`src/rtl/serial_adder.sv`:
```
// serial_adder: multi-cycle adder/subtractor that works through WIDTH-bit
// operands BITS_PER_CYCLE bits per clock, LSB chunk first. A registered carry
// links the chunks. Start/busy/done handshake. The result holds until the next
// operation completes.
//
// Parameters:
//   WIDTH           operand/result width; must be a multiple of BITS_PER_CYCLE
//   BITS_PER_CYCLE  bits added per clock (>= 1, divides WIDTH)
//
// Ports:
//   clk    in   clock, rising edge
//   rst_n  in   asynchronous active-low reset
//   start  in   request pulse, sampled only while idle
//   sub    in   0: a + b + cin, 1: a - b (a + ~b + 1, cin ignored)
//   a, b   in   operands, captured on an accepted start
//   cin    in   carry-in, captured on an accepted start
//   sum    out  registered result
//   cout   out  carry-out of bit WIDTH (for sub: 1 = no borrow)
//   busy   out  operation in progress
//   done   out  one-cycle pulse when sum/cout are updated
//   ovf    out  signed overflow (only when SERIAL_ADDER_OVF_EN is defined)
//
// Build option: define SERIAL_ADDER_OVF_EN to add the ovf port and its logic.

module serial_adder #(
  parameter int unsigned WIDTH          = 8,
  parameter int unsigned BITS_PER_CYCLE = 1
) (
  input  logic             clk,
  input  logic             rst_n,
  input  logic             start,
  input  logic             sub,
  input  logic [WIDTH-1:0] a,
  input  logic [WIDTH-1:0] b,
  input  logic             cin,
  output logic [WIDTH-1:0] sum,
  output logic             cout,
  output logic             busy,
  output logic             done
`ifdef SERIAL_ADDER_OVF_EN
  ,
  output logic             ovf
`endif
);

  localparam int unsigned BPC    = BITS_PER_CYCLE;
  localparam int unsigned N      = WIDTH / BPC;
  localparam int unsigned CNT_W  = (N > 1) ? $clog2(N) : 1;
  localparam int unsigned CHK_W  = BPC + 1;
  localparam int unsigned CAT_W  = WIDTH + BPC;

  localparam logic [CNT_W-1:0] LAST_CHUNK = CNT_W'(N - 1);

  localparam logic [0:0] IDLE = 1'b0;
  localparam logic [0:0] RUN  = 1'b1;

  // State and datapath registers
  logic [0:0]       state;
  logic [WIDTH-1:0] a_sr;
  logic [WIDTH-1:0] b_sr;
  logic             carry;
  logic [CNT_W-1:0] cnt;
  logic [WIDTH-1:0] res_sr;

  // Next-state values
  logic [0:0]       state_nxt;
  logic [WIDTH-1:0] a_nxt;
  logic [WIDTH-1:0] b_nxt;
  logic             carry_nxt;
  logic [CNT_W-1:0] cnt_nxt;
  logic [WIDTH-1:0] res_nxt;
  logic [WIDTH-1:0] sum_nxt;
  logic             cout_nxt;
  logic             busy_nxt;
  logic             done_nxt;

  // Chunk adder: low BPC bits of both shift registers plus the running carry
  logic [CHK_W-1:0] chunk;
  assign chunk = CHK_W'(a_sr[BPC-1:0]) + CHK_W'(b_sr[BPC-1:0]) + CHK_W'(carry);

  // New chunk enters the result register from the MSB side
  logic [CAT_W-1:0] res_cat;
  logic [WIDTH-1:0] res_shift;
  assign res_cat   = {chunk[BPC-1:0], res_sr};
  assign res_shift = res_cat[CAT_W-1:BPC];

`ifdef SERIAL_ADDER_OVF_EN
  // Carry into the top bit of the chunk, recovered from its sum bit and inputs;
  // on the last chunk this is the carry into bit WIDTH-1.
  logic msb_cin;
  logic ovf_nxt;
  assign msb_cin = chunk[BPC-1] ^ a_sr[BPC-1] ^ b_sr[BPC-1];
`endif

  // Next-state and output logic
  always_comb begin
    state_nxt = state;
    a_nxt     = a_sr;
    b_nxt     = b_sr;
    carry_nxt = carry;
    cnt_nxt   = cnt;
    res_nxt   = res_sr;
    sum_nxt   = sum;
    cout_nxt  = cout;
    busy_nxt  = busy;
    done_nxt  = 1'b0;
`ifdef SERIAL_ADDER_OVF_EN
    ovf_nxt   = ovf;
`endif

    case (state)
      IDLE: begin
        if (start) begin
          state_nxt = RUN;
          a_nxt     = a;
          b_nxt     = sub ? ~b : b;
          carry_nxt = sub ? 1'b1 : cin;
          cnt_nxt   = '0;
          res_nxt   = '0;
          busy_nxt  = 1'b1;
        end
      end

      RUN: begin
        a_nxt     = a_sr >> BPC;
        b_nxt     = b_sr >> BPC;
        carry_nxt = chunk[BPC];
        cnt_nxt   = cnt + CNT_W'(1);
        res_nxt   = res_shift;
        if (cnt == LAST_CHUNK) begin
          state_nxt = IDLE;
          sum_nxt   = res_shift;
          cout_nxt  = chunk[BPC];
          busy_nxt  = 1'b0;
          done_nxt  = 1'b1;
`ifdef SERIAL_ADDER_OVF_EN
          ovf_nxt   = msb_cin ^ chunk[BPC];
`endif
        end
      end

      default: begin
        state_nxt = IDLE;
        busy_nxt  = 1'b0;
      end
    endcase
  end

  // State register
  always_ff @(posedge clk or negedge rst_n) begin
    if (!rst_n) begin
      state <= IDLE;
    end else begin
      state <= state_nxt;
    end
  end

  // Datapath and output registers
  always_ff @(posedge clk or negedge rst_n) begin
    if (!rst_n) begin
      a_sr   <= '0;
      b_sr   <= '0;
      carry  <= 1'b0;
      cnt    <= '0;
      res_sr <= '0;
      sum    <= '0;
      cout   <= 1'b0;
      busy   <= 1'b0;
      done   <= 1'b0;
    end else begin
      a_sr   <= a_nxt;
      b_sr   <= b_nxt;
      carry  <= carry_nxt;
      cnt    <= cnt_nxt;
      res_sr <= res_nxt;
      sum    <= sum_nxt;
      cout   <= cout_nxt;
      busy   <= busy_nxt;
      done   <= done_nxt;
    end
  end

`ifdef SERIAL_ADDER_OVF_EN
  // Signed overflow flag, updated only on the completion edge
  always_ff @(posedge clk or negedge rst_n) begin
    if (!rst_n) begin
      ovf <= 1'b0;
    end else begin
      ovf <= ovf_nxt;
    end
  end
`endif

endmodule
```
`config.mk`:
```
export PLATFORM = sky130hd
export DESIGN_NAME = serial_adder
export DESIGN_NICKNAME = d
export VERILOG_FILES = /design/src/rtl/serial_adder.sv
export SDC_FILE = /design/constraint.sdc
export NUM_CORES = 1
export LEC_CHECK = 0
export CORE_UTILIZATION = 55
export DETAILED_ROUTE_END_ITERATION = 10
export PLACE_DENSITY = 0.8
export SLEW_MARGIN = 20
export SYNTH_ARGS = -nofsm -noshare
export SYNTH_HDL_FRONTEND = slang
export SYNTH_SLANG_ARGS = --single-unit
```
`constraint.sdc`:
```
create_clock -name clk -period 3 [get_ports clk]
set_input_delay 0.45 -clock clk [delete_from_list [all_inputs] [get_ports clk]]
set_output_delay 0.45 -clock clk [all_outputs]
set_load 0.005 [all_outputs]
```
==> results of run 1 <==
## report_power, final
| group | internal (mW) | switching, mW |
|---|---|---|
| clock network | 0.109 | 0.155 |
| logic | 0.367 | 0.228 |
| registers | 0.734 | 0.174 |
## synthesized netlist by cell type
library cell               instances  area (sq um)
sky130_fd_sc_hd__a21oi_1           1         5.000
sky130_fd_sc_hd__nand2_2           1         6.260
sky130_fd_sc_hd__o21ai_0          13         65.06
sky130_fd_sc_hd__o211ai_1          4         30.03
sky130_fd_sc_hd__xnor2_1           5         43.79
sky130_fd_sc_hd__nor2b_1           1         6.260
sky130_fd_sc_hd__xor2_1            3         26.28
sky130_fd_sc_hd__o22ai_1           1         6.260
sky130_fd_sc_hd__fa_1              1         20.02
sky130_fd_sc_hd__nand2_1          18         67.56
sky130_fd_sc_hd__clkbuf_2          1         5.000
sky130_fd_sc_hd__mux2i_1           8         80.08
sky130_fd_sc_hd__inv_1             2         7.510
sky130_fd_sc_hd__nor2_1            5         18.77
sky130_fd_sc_hd__or3b_1            4         35.03
sky130_fd_sc_hd__a221o_1           3         30.03
sky130_fd_sc_hd__mux2_2           10         112.6
sky130_fd_sc_hd__a211oi_1          1         7.510
sky130_fd_sc_hd__dfrtp_1          39         975.9
sky130_fd_sc_hd__and2_1            3         18.77
sky130_fd_sc_hd__nand2b_1          7         43.79
sky130_fd_sc_hd__a22o_1            3         26.28
sky130_fd_sc_hd__nor3b_1           1         7.510
sky130_fd_sc_hd__clkbuf_1          1         3.750
sky130_fd_sc_hd__o31ai_1           1         7.510
sky130_fd_sc_hd__ha_1              3         37.54
sky130_fd_sc_hd__buf_6             2         22.52
sky130_fd_sc_hd__buf_4             1         7.510
sky130_fd_sc_hd__buf_2             4         20.02
## area by class of cell
class,count,area [sq um],share of cell area
flip-flops and latches,39,975.9,0.4610
clock buffers,6,51.30,0.02423
repair buffers,33,320.3,0.1513
inverters,2,7.507,0.003546
well taps,44,55.05,0.02600
multi-input cells,97,701.9,0.3316
clock inverters,1,5.005,0.002364
## cells by family after synthesis
family | after synthesis
fa+ha+maj | 4
simple gates | 40
buf+inv | 11
xor+xnor | 8
compound gates | 27
flops | 39
mux | 18
## layer usage
metal / part of all wire / GRT usage / up-vias
met5: 0 / 0 / -
met4: 0.017 / 0.08163 / 0
met3: 0.043 / 0.05934 / 6
met2: 0.49 / 0.3235 / 29
met1: 0.45 / 0.2493 / 551
li1: - / - / 565
## flip-flops by register name, indices dropped and copies added, names as in the netlist
name    count
cout        1
b_sr        8
busy        1
cnt         3
done        1
state       1
sum         8
carry       1
res_sr      7
a_sr        8
## how the worst min path moves through the flow
stage | slack [ps] | end
detailed placement | 480 | a_sr[4]
CTS | 220 | sum[1]
finish | 200 | sum[0]
global route | 260 | res_sr[7]
floorplan | 150 | a_sr[0]
global placement | 470 | a_sr[1]
## cells in the final DEF, fill, tap and decap left out
master,netlist,layout
sky130_fd_sc_hd__and2_1,3,3
sky130_fd_sc_hd__a211oi_1,1,1
sky130_fd_sc_hd__xor2_1,3,3
sky130_fd_sc_hd__dfrtp_1,39,39
sky130_fd_sc_hd__clkbuf_4,0,5
sky130_fd_sc_hd__nand2b_1,7,7
sky130_fd_sc_hd__mux2i_1,8,8
sky130_fd_sc_hd__o211ai_1,4,4
sky130_fd_sc_hd__nand2_1,18,18
sky130_fd_sc_hd__fa_1,1,1
sky130_fd_sc_hd__xnor2_1,5,5
sky130_fd_sc_hd__clkdlybuf4s50_1,0,30
sky130_fd_sc_hd__o31ai_1,1,1
sky130_fd_sc_hd__o22ai_1,1,1
sky130_fd_sc_hd__inv_1,2,2
sky130_fd_sc_hd__nor2b_1,1,1
sky130_fd_sc_hd__clkbuf_8,0,1
sky130_fd_sc_hd__o21ai_0,13,13
sky130_fd_sc_hd__mux2_2,10,10
sky130_fd_sc_hd__a221o_1,3,3
sky130_fd_sc_hd__nand2_2,1,1
sky130_fd_sc_hd__nor2_1,5,5
sky130_fd_sc_hd__ha_1,3,3
sky130_fd_sc_hd__buf_2,4,1
sky130_fd_sc_hd__buf_4,1,2
sky130_fd_sc_hd__or3b_1,4,4
sky130_fd_sc_hd__a21oi_1,1,1
sky130_fd_sc_hd__a22o_1,3,3
sky130_fd_sc_hd__nor3b_1,1,1
sky130_fd_sc_hd__clkinv_2,0,1
## per-stage QoR
step                      hold WS (ps)  instance area [sq um]  setup slack (ps)  std cells  utilization
after floorplan                  154.4                   1744              1599        147            -
after global placement           469.3                   2061              1088        215       0.6806
after detailed placement         475.2                   2061              1044        215       0.6806
after CTS                        223.8                   2117              1203        222       0.6992
after global routing             256.1                   2117              1057        222       0.6992
final                            197.6                   2117              1199        222       0.6992
==> summary.txt, run 1 <==
Route
  – Via-per-instance ratio: roughly 5.2
  – DR vias: about 1200
  – Pre-antenna DRT Iters: 4
  – WL/cell: between 10 and 15 microns
  – DRC marker count from the first detailed-route iteration: 35
  – Total wire length: between 2000 and 3000 microns
  – Post-detailed-route DRC marker count: 0
  – Post-route antenna net violation count: 0

Synth
  – Seq/Total Area, Yosys: 0.5595
  – Count of different cell masters after synthesis: 29
  – Post-synthesis mux area share: 0.1105
  – Cell area after synthesis: around 0.0017 sq mm
  – Net Count, Synth: 172
  – Post-Synth Simple-Gate Area: 0.1169
  – Average instance area after synthesis: 11.87 sq um
  – Parity-gate share of the synthesized area counting xor and xnor cells: 0.04017
  – Synthesized-area fraction occupied by ao, oa, aoi and oai cells: 0.1019
  – Number of storage elements in the synthesis netlist: 39
  – Number of standard cells after synthesis: 147
  – Main combinational cell family by area after synthesis: simple AND/OR/NAND/NOR gates
  – Number of synthesis warnings: 0
  – Post-synthesis adder-cell area fraction: 0.03300

STA
  – Transition at the pin with the smallest max-transition slack: 908.2 ps
  – Setup repair after global routing missed its margin: no
  – Minimum clock period: about 1800 ps
  – Aggregate negative setup slack: 0 ps
  – Hold violation total from the final report: 0
  – Layout Skew: ~4.8 ps
  – Fmax achieved: ~0.56 GHz
  – Worst slew margin relative to its limit: 0.3946
  – Share of the clock period used by the worst path after layout: 0.6004
  – Final count of pins violating max slew: 0
  – Finish-stage setup viols: 0

Global routing
  – All-layer global routing usage: 0.1987
  – Number of global-route vias before repair: around 1100
  – Initial antenna violation count: 0
  – Pin count of the biggest net entering global routing: 40
  – First-pass GRT wire length: ~4900 microns
  – Sum of overflow across all layers after global routing: 0

Setup path
  – Register-to-register setup slack: roughly 1200 ps
  – Launch point of the critical path: state
  – Top fanout value on the critical path: 35
  – Endpoint of the most critical register-to-register path: b_sr[4]
  – Reg2reg path depth: 2
  – Worst Path Arrival: around 2000 ps
  – Capturing instance or port of the critical path: b_sr[4]
  – Stage delay of the slowest cell on the critical path: about 950 ps
  – Worst path required time: 3230 ps
  – Kind of cell with the highest combined delay on the critical path: flip-flops
  – Worst-path cell chain: nor2_1 > a221o_1
  – Launching point of the worst reg2reg path: state
  – Kind of end point of the critical path: register
  – Library cell contributing the largest single delay on the critical path: sky130_fd_sc_hd__dfrtp_1
  – Type of origin of the critical path: register
  – Category of the critical setup timing path: register to register
  – Number of logic stages on the critical path including buffering: 2
  – Buffers & Inverters on Critical Path: 0

Floorplanning
  – Die Outline Area: around 0.0034 sq mm
  – Starting Density: 0.5760
  – Horizontal die dimension: just under 60 microns
  – Die extent in y: a little under 60 microns
  – Number of standard-cell rows in the floorplan: 20
  – Top-level port count: 32
  – Area of the core: between 0.003 and 0.004 sq mm

Clocking
  – # H-tree levels: 2
  – Clock latency reported for the late side of the worst-skew pair: roughly 340 ps
  – Total CTS buffers: 5
  – Hold bufs inserted after CTS: 0
  – TritonCTS clock tree: built
  – Max clock buf depth: 2
  – Gates resized, CTS repair: 0
  – CTS clock-pin slew for the worst setup and hold paths: 100 ps
  – Clock sink count: 39
  – Clock tree root driver cell: sky130_fd_sc_hd__clkbuf_4
  – Buffer count from post-CTS setup fixing: 0

Power
  – Power density of the placed cells: between 800 and 900 mW/mm^2
  – Maximum ir drop on the vdd rail: about 0.00042 V
  – Leakage power summed over all cells: ~0.95 nW
  – Power after layout: 1.766 mW

Run
  – Maxcap violations: 0

Place
  – Dpl hpwl: between 2000 and 2500 microns
  – Count of buffers from port buffering: 31
  – Final weighted congestion in routability-driven placement: between 0.7 and 0.8

Outcome
  – Result of the run: completed

Min path
  – Hold crit path type: primary input to async pin

Finish
  – Antenna diode count: 0
  – Number of filler cells placed in the layout: around 250
  – Layout Area Growth over Synthesis: 21.38%
  – Net count reported at finish: about 200
  – Fraction of layout instances using a drive strength above 1: 0.1180
Note: power is estimated with default switching activity, not from simulation.
==> inputs of run 2 (changes only) <==
--- a/config.mk
+++ b/config.mk
@@ -5,9 +5,9 @@
 export SDC_FILE = /design/constraint.sdc
 export NUM_CORES = 1
 export LEC_CHECK = 0
-export CORE_UTILIZATION = 55
+export CORE_UTILIZATION = 51
 export DETAILED_ROUTE_END_ITERATION = 10
-export PLACE_DENSITY = 0.8
+export PLACE_DENSITY = 0.75
 export SLEW_MARGIN = 20
 export SYNTH_ARGS = -nofsm -noshare
 export SYNTH_HDL_FRONTEND = slang
==> constraint.sdc (replaced) <==
create_clock -name clk -period 1.8 [get_ports clk]
set_input_delay 0.27 -clock clk [delete_from_list [all_inputs] [get_ports clk]]
set_output_delay 0.27 -clock clk [all_outputs]
set_load 0.005 [all_outputs]
==> summary.txt, run 2 (synthesized netlist as in run 1, its figures left out) <==
Min path
  – Hold crit path type: primary input to async pin

Finish
  – Final design utilization: 0.6960
  – Antenna diode count: 0
  – Multi-input logic area: 701.9 sq um
  – Fraction of layout instances using a drive strength above 1: 0.1459
  – Number of filler cells placed in the layout: between 200 and 250
  – Storage cell area: just under 0.001 sq mm
  – Post-route standard cell area excluding fillers: 0.002195 sq mm
  – Top library cells by usage in the layout, fill and taps aside: 39 x sky130_fd_sc_hd__dfrtp_1, 30 x sky130_fd_sc_hd__clkdlybuf4s50_1, 18 x sky130_fd_sc_hd__nand2_1
  – Most common library cell in the layout ignoring fill and taps: sky130_fd_sc_hd__dfrtp_1
  – Top flop regs: a_sr: 8 flops, b_sr: 8 flops, sum: 8 flops
  – Layout Area Growth over Synthesis: 25.82%
  – Net count reported at finish: approximately 210

Setup path
  – Kind of end point of the critical path: output pin
  – Register-to-register setup slack: between 200 and 300 ps
  – Worst-path cell chain: clkdlybuf4s50_1
  – Type of origin of the critical path: register
  – Category of the critical setup timing path: register to output pin
  – Kind of cell with the highest combined delay on the critical path: buffers and inverters
  – Top fanout value on the critical path: 3
  – Buffers & Inverters on Critical Path: 1
  – Stage delay of the slowest cell on the critical path: between 500 and 600 ps
  – Library cell contributing the largest single delay on the critical path: sky130_fd_sc_hd__clkdlybuf4s50_1
  – Worst path required time: 1530 ps
  – Worst Path Arrival: 1250 ps

Run
  – Maxcap violations: 0

STA
  – Setup slack after layout: between 200 and 300 ps
  – Setup repair after global routing missed its margin: no
  – Minimum clock period: around 1500 ps
  – Worst slew margin relative to its limit: 0.6668
  – Share of the clock period used by the worst path after layout: 0.8437
  – Aggregate negative setup slack: 0 ps
  – Finish-stage setup viols: 0
  – Final count of pins violating max slew: 0
  – Hold violation total from the final report: 0
  – Transition at the pin with the smallest max-transition slack: around 500 ps
  – Layout Skew: ~18 ps
  – Fmax achieved: approximately 0.66 GHz

Global routing
  – Initial antenna violation count: 0
  – Number of global-route vias before repair: 1215
  – Sum of overflow across all layers after global routing: 0
  – Pin count of the biggest net entering global routing: 40
  – All-layer global routing usage: 0.2008
  – First-pass GRT wire length: roughly 5300 microns

Place
  – Total cell area at the placement stage: ~0.0021 sq mm
  – Final weighted congestion in routability-driven placement: roughly 0.75
  – Count of buffers from port buffering: 31
  – Dpl hpwl: between 2000 and 2500 microns
  – Worst slack, placed: about 210 ps

Route
  – Length of routed met2 wiring: roughly 1500 microns
  – Met3 routed WL: ~130 microns
  – Post-detailed-route DRC marker count: 0
  – Via-per-instance ratio: slightly above 5
  – Max layer used: met4
  – DR vias: roughly 1200
  – Routed met1 length: 1440 microns
  – Post-route antenna net violation count: 0
  – Total wire length: 3129 microns
  – Pre-antenna DRT Iters: 4
  – WL/cell: approximately 14 microns
  – DRC marker count from the first detailed-route iteration: between 40 and 50

Floorplanning
  – Horizontal die dimension: around 60 microns
  – Number of standard-cell rows in the floorplan: 20
  – Die Outline Area: 0.003658 sq mm
  – Die extent in y: 60.48 microns
  – Area of the core: ~0.0032 sq mm
  – Top-level port count: 32
  – Starting Density: 0.5532

Clocking
  – Clock sink count: 39
  – # H-tree levels: 2
  – Total CTS buffers: 5
  – Max clock buf depth: 2
  – TritonCTS clock tree: built
  – Clock latency reported for the late side of the worst-skew pair: 360 ps
  – CTS clock-pin slew for the worst setup and hold paths: roughly 120 ps
  – Gates resized, CTS repair: 0
  – Clock tree root driver cell: sky130_fd_sc_hd__clkbuf_4

Power
  – Maximum ir drop on the vdd rail: 0.0007358 V
  – Power density of the placed cells: around 1400 mW/mm^2
  – Leakage power summed over all cells: 0.9942 nW

Outcome
  – Result of the run: completed
run 2: final cells by class:
cell class              instances  area share
multi-input cells              97      0.3198
clock buffers                   6     0.02338
inverters                       2    0.003421
flip-flops and latches         39      0.4447
well taps                      44     0.02509
repair buffers                 39      0.1676
clock inverters                 2     0.01596
run 2: tightest hold or removal path: stages:
cell and delay [ps]:
sky130_fd_sc_hd__dlygate4sd3_1 510, sky130_fd_sc_hd__buf_2 90, sky130_fd_sc_hd__buf_4 400
run 2: metal layers:
layer  vias up  global-route usage
li1        579                   -
met1       571              0.2469
met2        29              0.3344
met3         5             0.06397
met4         0             0.07143
met5         -                   0
run 2: through the flow:
| step | hold WS [ps] | power (mW) | std cells |
|---|---|---|---|
| after floorplan | -25.59 | 2.120 | 147 |
| after global placement | 340.3 | 2.504 | 220 |
| after detailed placement | 350.5 | 2.560 | 220 |
| after CTS | 497.1 | 3.181 | 229 |
| after global routing | 536.3 | 3.392 | 229 |
| final | 472.5 | 3.153 | 229 |
run 2: path summary, 6_finish.rpt:
check,startpoint,end,cells past startpoint
max,busy,busy,1
min,rst_n,res_sr[3],3
max reg2reg,cnt[0],sum[4],4
min reg2reg,a_sr[1],a_sr[0],2
max in group asynchronous,rst_n,a_sr[3],3
min in group clk,a_sr[1],a_sr[0],2
run 2: report_power, final:
| part | internal, mW | total (mW) | switching [mW] |
|---|---|---|---|
| combinational | 0.629 | 1.07 | 0.445 |
| clock | 0.328 | 0.622 | 0.294 |
| sequential | 1.22 | 1.46 | 0.233 |
| total | 2.18 | 3.15 | 0.972 |
run 2: timing repair:
action	4_1_cts	5_1_grt
setup buffers	0	0
hold buffers	1	0
hold endpoints to repair	39	0
==> inputs of run 3 (changes only) <==
--- a/config.mk
+++ b/config.mk
@@ -5,9 +5,9 @@
 export SDC_FILE = /design/constraint.sdc
 export NUM_CORES = 1
 export LEC_CHECK = 0
-export CORE_UTILIZATION = 51
+export CORE_UTILIZATION = 46
 export DETAILED_ROUTE_END_ITERATION = 10
-export PLACE_DENSITY = 0.75
+export PLACE_DENSITY = 0.71
 export SLEW_MARGIN = 20
 export SYNTH_ARGS = -nofsm -noshare
 export SYNTH_HDL_FRONTEND = slang
==> constraint.sdc (replaced) <==
create_clock -name clk -period 1.3 [get_ports clk]
set_input_delay 0.195 -clock clk [delete_from_list [all_inputs] [get_ports clk]]
set_output_delay 0.195 -clock clk [all_outputs]
set_load 0.005 [all_outputs]
==> summary.txt, run 3 (synthesized netlist as in run 1, its figures left out) <==
Route
  – Total wire length: approximately 3200 microns
  – Post-detailed-route DRC marker count: 0
  – Post-route antenna net violation count: 0
  – Via-per-instance ratio: about 5.0
  – Pre-antenna DRT Iters: 4
  – DR vias: 1253
  – DRC marker count from the first detailed-route iteration: 42
  – WL/cell: approximately 13 microns

Setup path
  – Category of the critical setup timing path: register to register
  – Kind of cell with the highest combined delay on the critical path: flip-flops
  – Kind of end point of the critical path: register
  – Launch point of the critical path: cnt[0]
  – Most repeated library cell on the critical path: sky130_fd_sc_hd__ha_4
  – Library cell contributing the largest single delay on the critical path: sky130_fd_sc_hd__dfrtp_1
  – Number of logic stages on the critical path including buffering: 5
  – Worst-path cell chain: ha_4 > ha_4 > nand2_4 > buf_6 > mux2_4
  – Top fanout value on the critical path: 5
  – Stage delay of the slowest cell on the critical path: ~420 ps
  – Reg2reg path depth: 5
  – Buffers & Inverters on Critical Path: 1
  – Type of origin of the critical path: register
  – Launching point of the worst reg2reg path: cnt[0]
  – Worst path required time: between 1000 and 1500 ps
  – Worst Path Arrival: 1560 ps

Outcome
  – Failing checks: setup timing
  – Result of the run: finished, violations left

Floorplanning
  – Starting Density: 0.4764
  – Top-level port count: 32
  – Die Outline Area: 0.004042 sq mm
  – Die extent in y: ~64 microns
  – Horizontal die dimension: ~64 microns
  – Number of standard-cell rows in the floorplan: 22
  – Area of the core: between 0.003 and 0.004 sq mm

Global routing
  – Initial antenna violation count: 0
  – Global routing met1 resource utilization: 0.2503
  – All-layer global routing usage: 0.1937
  – Met3 track demand over resource in global routing: 0.07065
  – Sum of overflow across all layers after global routing: 0
  – Routing usage on met2: 0.2965
  – First-pass GRT wire length: around 5900 microns
  – Number of global-route vias before repair: 1265
  – Busiest layer in global routing: met2
  – Pin count of the biggest net entering global routing: 40

Finish
  – Top library cells by usage in the layout, fill and taps aside: 39 x sky130_fd_sc_hd__dfrtp_1, 23 x sky130_fd_sc_hd__buf_4, 19 x sky130_fd_sc_hd__clkdlybuf4s50_1
  – Fraction of layout instances using a drive strength above 1: 0.2277
  – Number of filler cells placed in the layout: ~310
  – Layout Area Growth over Synthesis: 37.52%
  – Multi-input logic area: 762.0 sq um
  – Top flop regs: a_sr: 8 flops, b_sr: 8 flops, sum: 8 flops
  – Antenna diode count: 0
  – Most common library cell in the layout ignoring fill and taps: sky130_fd_sc_hd__dfrtp_1
  – Net count reported at finish: 227
  – Storage cell area: around 980 sq um

STA
  – Transition at the pin with the smallest max-transition slack: between 400 and 500 ps
  – Setup slack after layout: -90.66 ps
  – Final count of pins violating max slew: 0
  – Finish-stage setup viols: 9
  – Share of the clock period used by the worst path after layout: 1.070
  – Layout Skew: 6.611 ps
  – Aggregate negative setup slack: -699.7 ps
  – Minimum clock period: approximately 1400 ps
  – Hold violation total from the final report: 0
  – Fmax achieved: 0.7191 GHz
  – Post-Route Hold Slack: just under 500 ps
  – Setup repair after global routing missed its margin: yes
  – Worst slew margin relative to its limit: 0.6789

Place
  – Dpl hpwl: about 2200 microns
  – Worst slack, placed: -137.3 ps
  – Count of buffers from port buffering: 31
  – Final weighted congestion in routability-driven placement: between 0.7 and 0.8

Clocking
  – Clock sink count: 39
  – CTS clock-pin slew for the worst setup and hold paths: roughly 70 ps
  – Total CTS buffers: 5
  – Clock latency reported for the late side of the worst-skew pair: around 290 ps
  – TritonCTS clock tree: built
  – # H-tree levels: 2
  – Clock tree root driver cell: sky130_fd_sc_hd__clkbuf_8
  – Max clock buf depth: 2

Power
  – Maximum ir drop on the vdd rail: ~0.00085 V
  – Leakage power summed over all cells: about 1.2 nW
  – Power density of the placed cells: slightly below 2000 mW/mm^2

Min path
  – Hold crit path type: primary input to async pin

Run
  – Maxcap violations: 0
-- run 3: cell count changes in the layout (fill, tap and decap cells not counted), sizes merged --
cell / previous run / this run
clkdlybuf4s50: 30 / 19
dlygate4sd2: 0 / 11
buf: 8 / 26
bufinv: 1 / 0
-- run 3: report_power, final --
part	leakage [nW]	internal, mW	switching, mW
logic	0.606	1.18	0.759
clock network	0.0470	0.415	0.383
registers	0.505	1.70	0.308
total	1.16	3.29	1.45
-- run 3: layout make-up --
cell class	instances	share of cell area
sequential	39	0.4069
multi-input combinational	97	0.3177
timing repair buffer	57	0.2107
clock buffer	6	0.03443
tap	48	0.02504
inverter	2	0.003130
clock inverter	1	0.002087
-- run 3: through the flow --
step	util	area, sq um	total power [mW]	instances
2_1_floorplan	-	1754	2.954	147
3_3_place_gp	0.5916	2166	3.606	231
3_5_place_dp	0.5916	2166	3.678	231
4_1_cts	0.6511	2384	4.745	248
5_1_grt	0.6552	2399	5.162	250
6_report	0.6552	2399	4.743	250
-- run 3: worst paths after layout --
check	end	slack, ps
max	sum[1]	-90
min	sum[7]	490
max reg2reg	sum[1]	-90
min reg2reg	cout	500
max in group asynchronous	b_sr[2]	480
min in group clk	cout	500
-- run 3: worst reg2reg max path: stages, from the launching register on --
cell	delay, ps
sky130_fd_sc_hd__dfrtp_1	420
sky130_fd_sc_hd__ha_4	180
sky130_fd_sc_hd__ha_4	160
sky130_fd_sc_hd__nand2_4	90
sky130_fd_sc_hd__buf_6	130
sky130_fd_sc_hd__mux2_4	290
-- run 3: timing repair --
item                                   4_1_cts  5_1_grt
resized for setup                           24        0
buffers inserted                             9        2
setup endpoints to repair                   20       10
hold buffers                                 1        0
endpoints found under the hold margin       39        0
pin swaps                                    2        1
-- run 3: per-layer routing --
| metal | vias to the layer above | share of wire |
|---|---|---|
| li1 | 610 | - |
| met1 | 603 | 0.44 |
| met2 | 34 | 0.49 |
| met3 | 6 | 0.046 |
| met4 | 0 | 0.019 |
| met5 | - | 0 |
